File: src/rtl/stage_buf.sv
// stage_buf: in-order circular buffer of DEPTH {pc, instr, set} bundles
// with valid/ready on both sides, occupancy count and synchronous flush.
// Ports: clk, rst (async active-low), flush; in_valid/in_ready/in_pc/
// in_instr/in_set upstream; out_valid/out_ready/out_pc/out_instr/out_set
// downstream; count = occupancy 0..DEPTH.
module stage_buf #(
   parameter int PC_W    = 12,
   parameter int INSTR_W = 12,
   parameter int SET_W   = 4,
   parameter int DEPTH   = 2
) (
   input  logic                     clk,
   input  logic                     rst,
   input  logic                     flush,
   input  logic                     in_valid,
   output logic                     in_ready,
   input  logic [PC_W-1:0]          in_pc,
   input  logic [INSTR_W-1:0]       in_instr,
   input  logic [SET_W-1:0]         in_set,
   output logic                     out_valid,
   input  logic                     out_ready,
   output logic [PC_W-1:0]          out_pc,
   output logic [INSTR_W-1:0]       out_instr,
   output logic [SET_W-1:0]         out_set,
   output logic [$clog2(DEPTH):0]   count
);

   localparam int PW = (DEPTH > 1) ? $clog2(DEPTH) : 1;
   localparam int CW = $clog2(DEPTH) + 1;
   localparam int EW = PC_W + INSTR_W + SET_W;

   logic [EW-1:0] mem_q [DEPTH];
   logic [EW-1:0] mem_d [DEPTH];
   logic [PW-1:0] wp_q, wp_d;
   logic [PW-1:0] rp_q, rp_d;
   logic [CW-1:0] cnt_q, cnt_d;
   logic          push, pop;
   logic [EW-1:0] head;

   function automatic logic [PW-1:0] inc(input logic [PW-1:0] p);
      // explicit wrap keeps DEPTH=1 (1-bit pointer) pinned at 0
      return (p == PW'(DEPTH - 1)) ? '0 : p + 1'b1;
   endfunction

   assign in_ready  = (cnt_q != CW'(DEPTH));
   assign out_valid = (cnt_q != '0);
   assign push      = in_valid && in_ready;
   assign pop       = out_valid && out_ready;

   // empty buffer never exposes a stale entry
   assign head = out_valid ? mem_q[rp_q] : '0;
   assign out_pc    = head[EW-1 -: PC_W];
   assign out_instr = head[SET_W +: INSTR_W];
   assign out_set   = head[SET_W-1:0];
   assign count     = cnt_q;

   always_comb begin
      mem_d = mem_q;
      wp_d  = wp_q;
      rp_d  = rp_q;
      cnt_d = cnt_q;
      if (flush) begin
         wp_d  = '0;
         rp_d  = '0;
         cnt_d = '0;
      end else begin
         if (push) begin
            mem_d[wp_q] = {in_pc, in_instr, in_set};
            wp_d        = inc(wp_q);
         end
         if (pop) begin
            rp_d = inc(rp_q);
         end
         unique case ({push, pop})
            2'b10:   cnt_d = cnt_q + 1'b1;
            2'b01:   cnt_d = cnt_q - 1'b1;
            default: cnt_d = cnt_q;
         endcase
      end
   end

   always_ff @(posedge clk or negedge rst) begin
      if (!rst) begin
         for (int i = 0; i < DEPTH; i++) begin
            mem_q[i] <= '0;
         end
         wp_q  <= '0;
         rp_q  <= '0;
         cnt_q <= '0;
      end else begin
         mem_q <= mem_d;
         wp_q  <= wp_d;
         rp_q  <= rp_d;
         cnt_q <= cnt_d;
      end
   end

endmodule

File: config.mk
export PLATFORM = sky130hd
export DESIGN_NAME = stage_buf
export DESIGN_NICKNAME = d
export VERILOG_FILES = /design/src/rtl/stage_buf.sv
export SDC_FILE = /design/constraint.sdc
export NUM_CORES = 1
export LEC_CHECK = 0
export CORE_UTILIZATION = 49
export DETAILED_ROUTE_END_ITERATION = 10
export GPL_ROUTABILITY_DRIVEN = 0
export GPL_TIMING_DRIVEN = 0
export PLACE_DENSITY = 0.79
export SLEW_MARGIN = 20
export SYNTH_ARGS = -nofsm -noshare
export SYNTH_HDL_FRONTEND = slang
export SYNTH_SLANG_ARGS = --single-unit
File: constraint.sdc
create_clock -name clk -period 1.8 [get_ports clk]
set_input_delay 0.36 -clock clk [delete_from_list [all_inputs] [get_ports clk]]
set_output_delay 0.36 -clock clk [all_outputs]
set_load 0.02 [all_outputs]
== After elaboration in Yosys (flattened, before gate mapping) ==
Cells that the tools add are included.
W data, S select, Z words.

* Register bits: 60
* Input bits: 33
* Output and inout port bits: 32

* Add/subtract/negate cells: 4
* Magnitude comparators: 3
* Equal/unequal tests: 3
* Mux-type cells: 15
* Bitwise logic cells: 3
* Reductions and logical operators: 8

{| class="wikitable"
|+ Operators by type and width
! operator !! count
|-
| $mux W28 || 5
|-
| $bwmux W56 || 1
|-
| $demux W28 S1 || 1
|-
| $mux W1 || 6
|-
| $reduce_bool A2 Y1 || 3
|-
| $ge A2 B2 Y1 const B || 2
|-
| $not A1 Y2 || 2
|-
| $pmux W2 S2 || 1
|-
| $logic_and A1 B1 Y1 || 3
|-
| $reduce_bool A3 Y1 || 1
|-
| $add A1 B1 Y1 const B || 2
|-
| $add A2 B1 Y2 const B || 1
|-
| $eq A2 B1 Y1 const B || 1
|-
| $eq A2 B2 Y1 const B || 1
|-
| $lt A2 B1 Y1 const B || 1
|-
| $mux W2 || 1
|-
| $ne A2 B2 Y1 const B || 1
|-
| $reduce_and A2 Y1 || 1
|-
| $sub A2 B1 Y2 const B || 1
|-
| $not A1 Y1 || 1
|}

== Longest topological paths before layout ==
Gate-level depths: netlist of the first run.

* Word-level depth: 6
* Gate-level depth with buffers: 6

== Least setup slack after synthesis of the first run ==
Ideal clock, no wire load.

* Kind: register -> register
* Start: reg cnt_q[1] (netlist: count[1])
* End: reg mem_q[0] (netlist bit)
* Library setup time: 125 ps
* Arrival: 1735 ps
* Data required time: 1675 ps
* Slack: -59 ps
* Cell stages (with the launch flop): 7
* Path buffers: 2
* Period minus slack after synthesis: 1859 ps
* Cells stage by stage: dfrtp_1 -> nor2b_2 -> inv_1 -> nand4b_1 -> buf_4 -> buf_4 -> mux2_2

* Word-level cells in the longest chain between the ends: 3

{| class="wikitable"
|+ Ends and longest elaborated chain
! item !! RTL line !! RTL
|-
| start, declared || 36 || <nowiki>logic [CW-1:0] cnt_q, cnt_d;</nowiki>
|-
| start signal, assigned || 94 || <nowiki>cnt_q <= cnt_d;</nowiki>
|-
| $ne A2 B2 Y1 || 45 || <nowiki>assign in_ready = (cnt_q != CW'(DEPTH));</nowiki>
|-
| via in_ready || 16 || <nowiki>output logic in_ready,</nowiki>
|-
| $logic_and A1 B1 Y1 || 47 || <nowiki>assign push = in_valid && in_ready;</nowiki>
|-
| $reduce_and A2 Y1 (no source line) || n/a ||
|-
| end signal, assigned || 91 || <nowiki>mem_q <= mem_d;</nowiki>
|-
| end, declared || 32 || <nowiki>logic [EW-1:0] mem_q [DEPTH];</nowiki>
|}

The timed path passes the listed nets, and every way through them passes these cells.
A chain may end at the register's enable or synchronous reset.

== Worst setup path in the final report of the first run ==
* Start: reg rp_q
* End: out out_pc[1]

* Word-level cells in the longest chain between the ends: 5

{| class="wikitable"
|+ Ends and longest elaborated chain
! item !! RTL line !! RTL
|-
| start, declared || 35 || <nowiki>logic [PW-1:0] rp_q, rp_d;</nowiki>
|-
| start signal, assigned || 93 || <nowiki>rp_q <= rp_d;</nowiki>
|-
| $not A1 Y2 (not written as such) || 51 || <nowiki>assign head = out_valid ? mem_q[rp_q] : '0;</nowiki>
|-
| $mux W28 (not written as such) (3 in series) || 51 ||
|-
| $mux W28 || 51 ||
|-
| end, declared || 22 || <nowiki>output logic [PC_W-1:0] out_pc,</nowiki>
|}

Every way passes these cells. The select of a mux whose other input is x is not followed.

==> qor.txt, run 1 <==
post-route minimum period: 1.863 ns
Congestion Overflow GR: 0
post-synthesis instance area: 0.002736 mm2
width of the chip: 76.73 um
total half-perimeter wirelength after legalization and detailed placement: 3.595 mm
Root Buffer: clkbuf_8
number of vias in the routed layout: 1902
Final Skew: 0.005207 ns
final setup margin: -0.06343 ns
all-layer global routing usage: 0.2092
clock-pin slew on the worst setup and hold paths: 0.06 ns
effective utilization at floorplan: 0.5225
Routed WL per cell: 15.23 um
most common cell after layout, fill and taps aside: dfrtp_1
#FFs+latches synth: 60
Worst Path Max Fanout: 9
count of flip-flops with a built-in enable after synthesis: 0
final antenna diode count: 0
arrival time at the worst endpoint: 1.50 ns
CTS tree: done
ratio of cells with drive above 1 in the final layout: 0.3716
die area: 0.005887 mm2
maximum buffer depth of the clock tree: 2
commonest cells after routing, fill and taps aside: 58 x dfrtp_1, 36 x mux2_2, 31 x clkdlybuf4s50_1
std cell rows: 26
fill cell count: 396
sort of element at the end of the critical path: primary output
failing checks: negative setup slack
met3 GRT Util: 0.06310
die extent in y: 76.73 um
clock buffers created by TritonCTS: 9
drt drc: 0
Worst-Skew Late Latency: 0.33 ns
distinct cell type count of the synthesized netlist: 23
post-layout power: 3.816 mW
initial antenna violation count: 0
upper clock frequency limit: 536.6 MHz
R2R depth: 6
final count of hold timing violations: 0
number of cells in the design after placement: 340
Main synth FF type: dfrtp_1
H-Tree Depth: 3
met1 GRT Util: 0.2613
reported leakage power: 1.650 nW
remaining max-slew budget at the tightest pin: 0.7662
Startpoint Class: flip-flop
net count of the finished layout: 326
slew at the pin with the worst max-slew slack: 0.3481 ns
dominant cells by area after synthesis: dfrtp_1 55%, mux2_2 15%, mux2i_1 11%
count of maximum capacitance violations: 0
setup TNS after final layout: -0.2806 ns
power density relative to cell area: 1025 mW/mm2
Async S/R FF share, synth: 1.000
violation count after the first detailed-route iteration: 61
cell accounting for the most synthesized area: dfrtp_1
register area share after synthesis: 0.5487
Core Box Area: 0.005238 mm2
vias per std cell: 5.197
busiest grt layer: met2
number of primary I/O pins: 65
pin count of the biggest net entering global routing: 48
DRT Pass-1 Iters: 5
number of port buffers: 64
Avg Synthesized Cell Area: 13.35 um2
Area growth syn-to-layout: 36.08%
Final Setup Violations: 11
Post-Place Cell Area: 0.003491 mm2
VDD IR max: 0.6615 mV
vias in the first global route: 1970
global routing met2 resource utilization: 0.3375
Max Slew Vio Count: 0
Post-DRT Antenna Nets: 0
type of the worst setup path: flip-flop to primary output
RSZ-0062 raised after global routing: true
period utilisation layout: 1.035
area of all placed cells without fillers: 0.003724 mm2
global-route wire length before repair: 9.287 mm
Total Routed Length: 5.573 mm
nets in the synthesized netlist: 238
Cells after Synth: 205
number of standard cells in the layout, taps in and fillers out: 366
number of synthesis warnings: 0
status: complete, but fails checks
worst hold path type: primary input to async pin
data required time of the critical path: 1.44 ns
share of Yosys cell area claimed by the top area cell type: 0.5487
Sink Count: 60
==> per-stage QoR <==
stage	util	hold WS [ns]	setup WS, ns
after global placement	0.6617	0.4669	-1.717
after global routing	0.7109	0.4104	-0.1356
final	0.7109	0.4196	-0.06343
after detailed placement	0.6665	0.2278	-0.7241
after floorplan	-	0.06441	0.01058
after CTS	0.7045	0.4128	-0.1465
==> worst paths after layout <==
path / from / to / slack [ns]
max in group asynchronous: rst / count[0]$_DFFE_PN0P_ / 0.89
worst min-delay path: rst / mem_q[34]$_DFFE_PN0P_ / 0.42
min in group clk: mem_q[36]$_DFFE_PN0P_ / mem_q[36]$_DFFE_PN0P_ / 0.48
worst min register to register: mem_q[36]$_DFFE_PN0P_ / mem_q[36]$_DFFE_PN0P_ / 0.48
worst max register to register: count[0]$_DFFE_PN0P_ / mem_q[20]$_DFFE_PN0P_ / 0.11
worst max-delay path: rp_q$_DFFE_PN0P_ / out_pc[1] / -0.06
==> flip-flops by register name (all words and copies together) (netlist names) <==
name and cells:
rp_q 1, count 2, mem_q 56, wp_q 1
==> where the power goes <==
| part | total, mW | internal [mW] | switching [mW] | leakage, nW |
|---|---|---|---|---|
| Clock | 0.992 | 0.514 | 0.478 | 0.0848 |
| Sequential | 1.84 | 1.67 | 0.164 | 0.717 |
| Combinational | 0.989 | 0.549 | 0.439 | 0.849 |
| Total | 3.82 | 2.73 | 1.08 | 1.65 |
==> critical path, cell delays in order (launching register included) <==
cell	delay, ns
dfrtp_1	0.41
buf_6	0.17
buf_4	0.14
mux2i_1	0.12
nor2_1	0.17
buf_4	0.17
==> synth_stat cells (2+ instances only) <==
library cell and number:
dfrtp_1 60, mux2_2 36, nor2_1 30, mux2i_1 29, mux2_1 20, a21oi_1 4
clkbuf_1 4, buf_4 3, buf_2 2, buf_6 2, inv_1 2, o21ai_0 2
==> layer usage <==
metal | share of wire | vias up
met3 | 0.032 | 6
li1 | - | 887
met5 | 0 | -
met4 | 0.010 | 0
met2 | 0.52 | 40
met1 | 0.44 | 969
==> layout make-up <==
cell class                 count  area (um2)  share of cell area
buffer                        11       150.1             0.04032
clock buffer                  11       141.4             0.03797
clock inverter                 3       15.01            0.004032
inverter                       3       11.26            0.003024
multi-input combinational    131        1170              0.3142
sequential                    60        1504              0.4039
tap                           70       87.58             0.02352
timing repair buffer          77       644.4              0.1731
==> repair_timing <==
| item | CTS | global route |
|---|---|---|
| pin swaps | 2 | 2 |
| buffers inserted | 7 | 3 |
| setup endpoints to repair | 63 | 57 |
| hold endpoints to repair | 13 | 0 |
| gates cloned | 0 | 1 |
| gates resized for setup | 98 | 47 |
| hold buffers | 1 | 0 |
==> kinds of logic after synthesis <==
family          Yosys count  synth area share
xor+xnor                  1          0.003201
compound gates            8           0.01646
buf+inv                  14           0.02972
mux                      85            0.3365
flops                    60            0.5487
simple gates             37           0.06539
Power figures use the tool's default switching activity.
==> run 2: changes to the inputs <==
- PLACE_DENSITY: 0.79 -> 0.9
==> run 2 against run 1 <==
Compared with the run above: the flow still finishes with violations (negative setup slack); utilization rose by 4.7 points; non-clock buffer count rose by 6; clock skew barely moved; hold slack got worse by 0.42 ns; wire length rose by 20%; flip-flop and latch count did not move; count of clock-buffer cells in the layout rose by 3; register-to-register slack got worse by 0.11 ns; total power rose by 7.8%; global-route usage rose by 0.67 points; via count rose by 4.9%; sequential share of layout area fell by 2.5 points; critical path type unchanged; critical endpoint unchanged.
==> qor.txt, run 2 (same netlist as run 1, synthesis figures left out) <==
endpoint of the most critical register-to-register path: mem_q[27]$_DFFE_PN0P_
most common cell after layout, fill and taps aside: dfrtp_1
commonest cells after routing, fill and taps aside: 58 x dfrtp_1, 36 x mux2_2, 31 x clkdlybuf4s50_1
status: complete, but fails checks
Worst Path Max Fanout: 9
Critical-path top delay cell: dfrtp_1
number of primary I/O pins: 65
data required time of the critical path: 1.44 ns
all-layer global routing usage: 0.2158
post-route minimum period: 1.918 ns
type of the worst setup path: flip-flop to primary output
std cell rows: 26
stage delay of the slowest cell on the critical path: 0.42 ns
Sink Count: 60
net count of the finished layout: 332
start of the worst register-to-register path: count[0]$_DFFE_PN0P_
WP buf/inv: 3
Total Routed Length: 6.690 mm
DRT Pass-1 Iters: 4
width of the chip: 76.73 um
Critical Path, Cell by Cell: buf_8, buf_4, mux2i_1, nor2_1, buf_4
clock-pin slew on the worst setup and hold paths: 0.07 ns
initial antenna violation count: 0
slew at the pin with the worst max-slew slack: 0.3200 ns
total half-perimeter wirelength after legalization and detailed placement: 3.593 mm
count of maximum capacitance violations: 0
Startpoint Class: flip-flop
Top cell by count, worst path: buf_4
period utilisation layout: 1.065
power density relative to cell area: 1036 mW/mm2
H-Tree Depth: 3
remaining max-slew budget at the tightest pin: 0.7863
final count of hold timing violations: 0
clock buffers created by TritonCTS: 9
final antenna diode count: 0
reported leakage power: 1.786 nW
effective utilization at floorplan: 0.5225
Max Slew Vio Count: 0
arrival time at the worst endpoint: 1.56 ns
worst slack after detailed placement: -0.7092 ns
vias in the first global route: 2011
Worst-Skew Late Latency: 0.33 ns
violation count after the first detailed-route iteration: 64
max FFs per register: 56
Final Skew: 0.005257 ns
fill cell count: 355
Post-DRT Antenna Nets: 0
sort of element at the end of the critical path: primary output
vias per std cell: 5.351
die area: 0.005887 mm2
worst hold path type: primary input to async pin
maximum buffer depth of the clock tree: 2
Root Buffer: clkbuf_8
failing checks: negative setup slack
die extent in y: 76.73 um
R2R depth: 7
VDD IR max: 0.5977 mV
RSZ-0062 raised after global routing: true
Area growth syn-to-layout: 45.13%
number of vias in the routed layout: 1996
CTS tree: done
Critical Path Start: rp_q$_DFFE_PN0P_
total of hold buffers inserted after clock tree synthesis: 0
number of port buffers: 64
pin count of the biggest net entering global routing: 61
upper clock frequency limit: 521.5 MHz
final setup margin: -0.1176 ns
most flop-heavy register: mem_q
ratio of cells with drive above 1 in the final layout: 0.4422
Core Box Area: 0.005238 mm2
Final Setup Violations: 28
global-route wire length before repair: 9.701 mm
setup TNS after final layout: -0.8719 ns
FF-to-FF setup slack: 0 ns
Congestion Overflow GR: 0
Routed WL per cell: 17.94 um
Largest delay share family, worst path: buffers and inverters
drt drc: 0
-- run 2: cell types whose count changed in the layout (fill, tap and decap cells not counted), sizes merged --
cell,change
clkbuf,+8
clkinv,-2
buf,+3
clkdlybuf4s15,-1
dlygate4sd3,-1
dlymetal6s2s,+1
dlygate4sd2,-1
-- run 2: routing by layer --
layer  GRT usage  share of wire  vias up  routed length (um)
met5           0              0        -                   0
met4     0.09423          0.013        0                  86
met3     0.04643          0.033        9                 218
met2      0.3580           0.52       47                3468
met1      0.2714           0.44     1032                2917
li1            -              -      908                   -
-- run 2: area by class of cell --
cell class,count,area (um2),area share
Sequential cell,60,1504,0.3787
Multi-Input combinational cell,131,1226,0.3088
Timing Repair Buffer,83,777.0,0.1957
Clock buffer,14,182.7,0.04600
Buffer,11,175.2,0.04411
Tap cell,70,87.58,0.02205
Inverter,3,13.76,0.003466
Clock inverter,1,5.005,0.001260
-- run 2: what timing repair did --
| action | in CTS | in global routing |
|---|---|---|
| buffers inserted | 8 | 5 |
| cloned | 0 | 5 |
| resized for setup | 103 | 70 |
| pin swaps | 1 | 1 |
| endpoints found under the setup margin | 79 | 62 |
-- run 2: how the worst max path moves through the flow --
| stage | slack (ns) | endpoint | cells after the start |
|---|---|---|---|
| 2_1_floorplan | 0.01 | mem_q[0]$_DFFE_PN0P_ | 6 |
| 3_3_place_gp | -1.66 | count[1]$_DFFE_PN0P_ | 1 |
| 3_5_place_dp | -0.71 | mem_q[43]$_DFFE_PN0P_ | 5 |
| 4_1_cts | -0.11 | out_instr[1] | 5 |
| 5_1_grt | -0.15 | out_pc[1] | 5 |
| 6_report | -0.12 | out_pc[1] | 5 |
-- run 2: stage by stage --
stage,hold slack [ns],utilization,std cells,instance area [um2],power [mW]
after floorplan,0.06441,-,205,2738,2.424
after global placement,0.4658,0.6617,339,3466,2.778
after detailed placement,0.3759,0.6665,340,3491,2.837
after CTS,0.02316,0.7143,363,3741,3.955
after global routing,0.02060,0.7582,373,3971,4.313
final,0.001984,0.7582,373,3971,4.115
-- run 2: where the power goes --
| part | internal, mW | total, mW | switching, mW |
|---|---|---|---|
| logic | 0.650 | 1.13 | 0.485 |
| registers | 1.67 | 1.85 | 0.175 |
| clock network | 0.641 | 1.13 | 0.493 |
